<file path="src/rtl/phy_pkg.sv">
// Shared PHY receive-side definitions: symbol constants, defaults and FSM encoding.
package phy_pkg;

    localparam int         PHY_WIDTH     = 8;
    localparam logic [7:0] PHY_COM       = 8'hBC;
    localparam int         PHY_COM_COUNT = 4;

    typedef logic [1:0] phy_state_t;

    localparam phy_state_t UNSYNC = 2'd0;
    localparam phy_state_t ALIGN  = 2'd1;
    localparam phy_state_t ACTIVE = 2'd2;

endpackage

</file>
<file path="src/rtl/serial_paralelo_rx.sv">
// Single-lane serial-to-parallel receiver with COM-symbol byte alignment.
//
// state  | meaning
// -------+-------------------------------------------------------------
// UNSYNC | sliding search for COM on every bit
// ALIGN  | byte lock tentative, counting consecutive aligned COMs
// ACTIVE | synchronized, non-COM bytes delivered with a valid strobe
module serial_paralelo_rx
    import phy_pkg::*;
#(
    parameter int               WIDTH     = PHY_WIDTH,
    parameter logic [WIDTH-1:0] COM       = WIDTH'(PHY_COM),
    parameter int               COM_COUNT = PHY_COM_COUNT
) (
    input  logic             clk,
    input  logic             reset,
    input  logic             enable,
    input  logic             data_in,
    output logic [WIDTH-1:0] data_out,
    output logic             valid_out,
    output logic             active
);

    localparam int              CW         = $clog2(WIDTH);
    localparam logic [CW-1:0]   BIT_LAST   = CW'(WIDTH - 1);
    localparam logic [3:0]      COM_TARGET = 4'(COM_COUNT);

    phy_state_t       state;
    logic [WIDTH-1:0] sr;
    logic [CW-1:0]    bit_cnt;
    logic [3:0]       com_cnt;

    logic [WIDTH-1:0] cand;
    logic             cand_is_com;
    logic             at_boundary;

    // Byte ending on the current bit and the boundary/COM qualifiers derived from it
    always_comb begin
        cand        = {sr[WIDTH-2:0], data_in};
        cand_is_com = (cand == COM);
        at_boundary = (bit_cnt == BIT_LAST);
    end

    // Serial shift register, MSB first
    always_ff @(posedge clk or posedge reset) begin
        if (reset) begin
            sr <= '0;
        end else if (!enable) begin
            sr <= '0;
        end else begin
            sr <= cand;
        end
    end

    // Alignment FSM with bit and COM counters; active mirrors ACTIVE as a register
    always_ff @(posedge clk or posedge reset) begin
        if (reset) begin
            state   <= UNSYNC;
            bit_cnt <= '0;
            com_cnt <= '0;
            active  <= 1'b0;
        end else if (!enable) begin
            state   <= UNSYNC;
            bit_cnt <= '0;
            com_cnt <= '0;
            active  <= 1'b0;
        end else begin
            case (state)
                UNSYNC: begin
                    if (cand_is_com) begin
                        com_cnt <= 4'd1;
                        bit_cnt <= '0;
                        if (COM_COUNT == 1) begin
                            state  <= ACTIVE;
                            active <= 1'b1;
                        end else begin
                            state <= ALIGN;
                        end
                    end
                end
                ALIGN: begin
                    bit_cnt <= bit_cnt + 1'b1;
                    if (at_boundary) begin
                        if (cand_is_com) begin
                            com_cnt <= com_cnt + 4'd1;
                            if ((com_cnt + 4'd1) == COM_TARGET) begin
                                state  <= ACTIVE;
                                active <= 1'b1;
                            end
                        end else begin
                            // Lost alignment: the offending bits are not searched this cycle
                            state   <= UNSYNC;
                            com_cnt <= '0;
                            bit_cnt <= '0;
                        end
                    end
                end
                ACTIVE: begin
                    bit_cnt <= bit_cnt + 1'b1;
                end
                default: begin
                    state   <= UNSYNC;
                    bit_cnt <= '0;
                    com_cnt <= '0;
                    active  <= 1'b0;
                end
            endcase
        end
    end

    // Parallel output: latch non-COM bytes on ACTIVE boundaries, one-cycle strobe
    always_ff @(posedge clk or posedge reset) begin
        if (reset) begin
            data_out  <= '0;
            valid_out <= 1'b0;
        end else if (!enable) begin
            data_out  <= '0;
            valid_out <= 1'b0;
        end else begin
            valid_out <= 1'b0;
            if (state == ACTIVE && at_boundary && !cand_is_com) begin
                data_out  <= cand;
                valid_out <= 1'b1;
            end
        end
    end

endmodule
</file>
<file path="config.mk">
export PLATFORM = sky130hd
export DESIGN_NAME = serial_paralelo_rx
export DESIGN_NICKNAME = d
export VERILOG_FILES = /design/src/rtl/phy_pkg.sv /design/src/rtl/serial_paralelo_rx.sv
export SDC_FILE = /design/constraint.sdc
export NUM_CORES = 1
export LEC_CHECK = 0
export BUFFER_PORTS_ARGS = -buffer_cell sky130_fd_sc_hd__buf_2
export CAP_MARGIN = 10
export CORE_ASPECT_RATIO = 1.25
export CORE_UTILIZATION = 56
export CTS_CLUSTER_DIAMETER = 30
export DETAILED_ROUTE_END_ITERATION = 6
export PLACE_DENSITY = 0.77
export SLEW_MARGIN = 15
export SYNTH_ARGS = -nofsm -noshare
export SYNTH_HDL_FRONTEND = slang
export SYNTH_SLANG_ARGS = --single-unit
export TNS_END_PERCENT = 50
</file>
<file path="constraint.sdc">
create_clock -name clk -period 2 [get_ports clk]
set_input_delay 0.3 -clock clk [delete_from_list [all_inputs] [get_ports clk]]
set_output_delay 0.3 -clock clk [all_outputs]
set_load 0.03 [all_outputs]
</file>
==> results of run 1 <==
[Yosys cell counts, drive strengths merged]
cell	number
a21boi	1
a21o	1
a21oi	3
a22o	3
a31oi	1
a41oi	1
and2	10
and3b	1
and4b	1
and4bb	1
buf	1
clkbuf	2
dfrtp	26
ha	8
inv	6
mux2	2
mux2i	9
nand2	5
nand3	1
nand3b	1
nand4	1
nand4b	1
nand4bb	1
nor2	4
nor2b	9
nor3b	1
o211ai	4
o21a	1
o21ai	3
o221ai	1
o31ai	1
[per-stage QoR]
stage / setup slack, ns / area (µm²) / hold WS (ns) / cells / utilization, %
2_1_floorplan: 0.344 / 1310 / 0.340 / 111 / -
3_3_place_gp: 0.261 / 1400 / 0.365 / 153 / 63.3
3_5_place_dp: 0.219 / 1400 / 0.370 / 153 / 63.3
4_1_cts: 0.175 / 1440 / 0.00949 / 157 / 64.9
5_1_grt: 0.0497 / 1440 / 0.0276 / 157 / 64.9
6_report: 0.179 / 1440 / 0.0115 / 157 / 64.9
[kinds of logic after synthesis]
group,after synthesis,share of synthesized area (%)
AND/OR/NAND/NOR,37,18.3
flip-flops,26,49.8
AO/OA/AOI/OAI,20,12.2
multiplexers,11,8.91
buffers and inverters,9,3.16
adder cells (fa/ha/maj),8,7.66
[worst paths after layout]
path,end,cells past startpoint
max in group asynchronous,sr[3]$_DFF_PP0_,3
hold / removal,com_cnt[2]$_DFFE_PP0P_,3
hold reg to reg,sr[6]$_DFF_PP0_,1
min in group clk,sr[0]$_DFF_PP0_,2
setup reg to reg,com_cnt[1]$_DFFE_PP0P_,6
setup / recovery,com_cnt[1]$_DFFE_PP0P_,6
[worst max-delay path, delay by kind of cell (launching register included)]
family | cells | cell delay, ns
adders and majority gates | 1 | 0.23
DFF | 1 | 0.39
muxes | 1 | 0.29
buffers and inverters | 1 | 0.08
and+or+nand+nor | 2 | 0.39
AOI/OAI and AO/OA | 1 | 0.32
[power groups by stage]
stage	clock, mW	sequential [mW]	combinational (mW)
4_1_cts	0.263	0.581	0.207
2_1_floorplan	0	0.584	0.163
6_report	0.250	0.581	0.206
3_3_place_gp	0	0.590	0.195
5_1_grt	0.282	0.589	0.230
3_5_place_dp	0	0.592	0.205
[metal layers]
layer | up-vias | part of all wire, % | track usage [%]
met1 | 431 | 46 | 25.4
li1 | 419 | - | -
met3 | 2 | 2.2 | 2.92
met4 | 0 | 1.7 | 9.09
met5 | - | 0 | 0
met2 | 13 | 50 | 32.1
[final cells by class]
class / instances / area [µm²] / share of cell area [%]
multi-input combinational: 76 / 614 / 42.8
sequential: 26 / 651 / 45.3
inverter: 6 / 22.5 / 1.57
clock buffer: 4 / 36.3 / 2.53
tap: 31 / 38.8 / 2.70
timing repair buffer: 14 / 72.6 / 5.06
[flip-flops by register name, indices dropped and copies added, names as in the netlist]
register   count
state          2
active         1
bit_cnt        3
com_cnt        4
data_out       8
valid_out      1
sr             7
==> metrics.md, run 1 <==
| Metric | Value |
|---|---|
| Clock-pin slew on the worst setup and hold paths | `0.13 ns` |
| Num Clock Sinks | `26` |
| Hold bufs inserted after CTS | `0` |
| Commonest non-fill, non-tap cell in the layout | `dfrtp_1` |
| Slew Viols, Final | `0` |
| Status | `complete, no violations` |
| Post-Route Setup TNS | `0 ns` |
| Vias in the first global route | `870` |
| Post-DP HPWL | `1520 µm` |
| CP startpoint kind | `register` |
| Final Power | `1.04 mW` |
| DRC | `0` |
| Slew headroom | `70.5%` |
| Cell taking the most area after synthesis | `dfrtp_1` |
| Vias per cell | `5.51` |
| Final Hold Fails | `0` |
| TritonRoute pass-1 iters | `5` |
| Ratio of cells with drive above 1 in the final layout | `19.8%` |
| Final nets | `139` |
| Initial DRC Count | `17` |
| Post-Syn Area | `0.00131 mm²` |
| Crit Path Max Fanout | `6` |
| Max-Cap Viols | `0` |
| Comb pwr share | `19.8%` |
| PwrDens | `723 mW/mm²` |
| Yosys reg bits | `26` |
| Crit. End Element | `register` |
| Largest net degree at the start of global routing | `27` |
| F_max | `549 MHz` |
| Final Skew | `0.00868 ns` |
| Insertion delay of the later-clocked pin in the worst-skew pair | `0.31 ns` |
| Int Power | `752 µW` |
| Worst reg2reg path startpoint | `state[1]$_DFFE_PP0P_` |
| Post-Route WL | `2030 µm` |
| Synth cell types | `35` |
| Syn Nets | `123` |
| CTS H-Tree Depth | `1` |
| Grt total ovfl | `0` |
| Leak | `0.699 nW` |
| Die Span Y | `56 µm` |
| Area grow syn2layout | `9.87%` |
| Clock Path Buffers | `2` |
| Synth area leaders | `dfrtp_1 50%, ha_1 7.7%, mux2i_1 6.9%` |
| Mapped Cells | `111` |
| Core area | `0.00221 mm²` |
| YS warnings | `0` |
| Fillers | `184` |
| Crit path time final | `1.82 ns` |
| Area of the die | `0.00253 mm²` |
| Switching power share of the total | `27.5%` |
| Req. time, crit path | `2.20 ns` |
| Most frequent cells in the layout | `26 x dfrtp_1, 13 x buf_2, 9 x and2_1, 9 x nor2b_1, 9 x mux2i_1` |
| Port buffer count | `13` |
| CTS tree | `built` |
| Clock power frac | `24.1%` |
| Max VDD drop | `0.674 mV` |
| Final Setup Violations | `0` |
| Root buffer cell | `clkbuf_4` |
| First-pass GRT wire length | `3730 µm` |
| Post-DRT Antenna Nets | `0` |
| CTS Buf Count | `3` |
| GRT Overall Usage | `19.9%` |
| RSZ-0062 raised after global routing | `false` |
| Final period util | `91.0%` |
| # resized after CTS | `0` |
| Crit. Startpoint | `state[1]$_DFFE_PP0P_` |
| Starting Density | `59.1%` |
| Routed wire per std cell | `12.9 µm` |
| I/O Pins | `14` |
| Initial antenna violation count | `0` |
| Avg Synthesized Cell Area | `11.8 µm²` |
| CP arrival | `2.02 ns` |
| Share of the synthesized area in the top cell type | `49.8%` |
| Share of power burned in registers | `56.1%` |
| Slowest stage delay, CP | `0.39 ns` |
| DR vias | `865` |
| Die width | `45.2 µm` |
| Net Sw Power | `286 µW` |
| Cells along the critical path | `inv_1 > ha_1 > nor2b_1 > o21ai_1 > and2_4 > mux2_4` |
| Rows | `19` |
| Placer Congestion | `0.847` |
| Seq/Total Area, Yosys | `49.8%` |
| Diode count | `0` |
| Min-delay worst type | `primary input to async pin` |
| Worst Tran Pin Value | `0.439 ns` |
| Setup CP Type | `register to register` |
| R2R setup slack | `0.18 ns` |
| CP max stage cell | `dfrtp_1` |
| # Post-CTS Setup Buffers | `0` |
No activity file was read; power rests on OpenSTA's default activity.
==> inputs of run 2 (changes only) <==
--- a/config.mk
+++ b/config.mk
@@ -8,10 +8,12 @@
 export BUFFER_PORTS_ARGS = -buffer_cell sky130_fd_sc_hd__buf_2
 export CAP_MARGIN = 10
 export CORE_ASPECT_RATIO = 1.25
+export CORE_MARGIN = 2
 export CORE_UTILIZATION = 56
 export CTS_CLUSTER_DIAMETER = 30
 export DETAILED_ROUTE_END_ITERATION = 6
 export PLACE_DENSITY = 0.77
+export SETUP_SLACK_MARGIN = 0.4
 export SLEW_MARGIN = 15
 export SYNTH_ARGS = -nofsm -noshare
 export SYNTH_HDL_FRONTEND = slang
==> run 2 against run 1 <==
Effect of this change:
- the run now ends with negative hold slack left
- via count increased by 7.5%
- first-iteration DRC count increased by 35%
- combinational power increased by 54%
- clock skew increased by 0.0044 ns
- largest cell class is now multi-input combinational cells
- routed wire length increased by 27%
- register-to-register slack improved by 0.18 ns
- sequential share of layout area decreased by 5.4 points
- critical path depth unchanged
- hold slack got worse by 0.013 ns
- non-clock buffer count increased by 12
==> metrics.md, run 2 (same netlist as run 1, synthesis figures left out) <==
| Metric | Value |
|---|---|
| Leak | `0.752 nW` |
| Post-Route WL | `2570 µm` |
| PwrDens | `777 mW/mm²` |
| Commonest non-fill, non-tap cell in the layout | `dfrtp_1` |
| Final Skew | `0.0131 ns` |
| Crit. End Element | `register` |
| Port buffer count | `13` |
| Final Setup Violations | `0` |
| Clock-pin slew on the worst setup and hold paths | `0.14 ns` |
| Top Registers | `data_out (8), sr (7), com_cnt (4)` |
| TritonRoute pass-1 iters | `4` |
| Setup CP Type | `register to register` |
| Diode count | `0` |
| Clock Path Buffers | `2` |
| CTS Buf Count | `3` |
| First-pass GRT wire length | `3770 µm` |
| Crit Path Max Fanout | `5` |
| DR vias | `930` |
| Root buffer cell | `clkbuf_4` |
| RSZ-0062 raised after global routing | `true` |
| Worst Tran Pin Value | `0.362 ns` |
| Die Span Y | `58 µm` |
| Max VDD drop | `0.563 mV` |
| Final Power | `1.27 mW` |
| Die width | `47.2 µm` |
| Vias per cell | `5.50` |
| Largest net degree at the start of global routing | `27` |
| Area of the die | `0.00274 mm²` |
| Post-Route Setup TNS | `0 ns` |
| Post-DRT Antenna Nets | `0` |
| Req. time, crit path | `2.22 ns` |
| Max reg flops | `8` |
| Crit path time final | `1.64 ns` |
| Placer Congestion | `0.865` |
| Most frequent cells in the layout | `24 x dfrtp_1, 13 x buf_2, 12 x buf_4, 9 x and2_1, 9 x mux2i_1` |
| Initial DRC Count | `23` |
| F_max | `610 MHz` |
| CTS tree | `built` |
| I/O Pins | `14` |
| Core area | `0.00221 mm²` |
| Rows | `19` |
| Final Hold Fails | `1` |
| Initial antenna violation count | `0` |
| Final nets | `151` |
| Insertion delay of the later-clocked pin in the worst-skew pair | `0.32 ns` |
| CP arrival | `1.86 ns` |
| Reg with most FFs | `data_out` |
| Slew headroom | `75.7%` |
| Fin util | `74.0%` |
| Max-Cap Viols | `0` |
| Post-DP HPWL | `1610 µm` |
| Final period util | `82.0%` |
| Ratio of cells with drive above 1 in the final layout | `37.0%` |
| Starting Density | `59.1%` |
| DRC | `0` |
| GRT Overall Usage | `18.9%` |
| Grt total ovfl | `0` |
| CP startpoint kind | `register` |
| Area grow syn2layout | `25.2%` |
| Hold slack | `-0.00149 ns` |
| Routed wire per std cell | `15.2 µm` |
| CTS H-Tree Depth | `1` |
| Vias in the first global route | `891` |
| Slew Viols, Final | `0` |
| Status | `finished with violations` |
| Min-delay worst type | `primary input to async pin` |
| R2R setup slack | `0.36 ns` |
| Failing checks | `negative hold slack` |
| Num Clock Sinks | `26` |
==> run 2: repair_timing <==
action,4_1_cts,5_1_grt
buffers inserted,3,9
pin swaps,1,5
setup endpoints to repair,12,17
gates resized for setup,4,15
hold buffers,0,0
gates cloned,0,0
==> run 2: through the flow <==
stage / cells / setup slack (ns) / cell area [µm²]
CTS: 160 / 0.323 / 1510
detailed placement: 153 / 0.291 / 1400
floorplan: 111 / 0.438 / 1310
global route: 169 / 0.324 / 1640
global placement: 153 / 0.289 / 1400
finish: 169 / 0.360 / 1640
==> run 2: layout make-up <==
type,count,area [µm²]
Fill cell,153,576
Multi-Input combinational cell,76,693
Clock inverter,1,30.0
Sequential cell,26,653
Clock buffer,3,22.5
Inverter,6,22.5
Tap cell,31,38.8
Timing Repair Buffer,26,175
==> run 2: worst max-delay path, cell delays in order (launching register included) <==
cell,delay [ns]
dfrtp_2,0.47
inv_2,0.10
ha_1,0.17
nand2_2,0.09
a21o_4,0.23
and2_4,0.18
mux2_4,0.30
==> run 2: final timing paths <==
kind	cells after the start	endpoint	from
worst max-delay path	6	com_cnt[1]$_DFFE_PP0P_	state[0]$_DFFE_PP0P_
max in group asynchronous	3	sr[6]$_DFF_PP0_	reset
worst max register to register	6	com_cnt[1]$_DFFE_PP0P_	state[0]$_DFFE_PP0P_
worst min register to register	1	sr[3]$_DFF_PP0_	sr[2]$_DFF_PP0_
worst min-delay path	3	com_cnt[2]$_DFFE_PP0P_	reset
min in group clk	2	sr[0]$_DFF_PP0_	data_in
==> run 2: routing by layer <==
layer / vias up / wire (µm) / track usage (%)
li1: 445 / - / -
met1: 461 / 1170 / 24.7
met2: 22 / 1330 / 31.5
met5: - / 0 / 0
met4: 0 / 12 / 5.95
met3: 2 / 61 / 2.80
==> run 2: power by group <==
group          switching [mW]  internal [mW]  leakage, nW
registers              0.0420          0.556        0.356
logic                   0.154          0.164        0.368
clock network           0.153          0.202       0.0279
total                   0.348          0.923        0.752
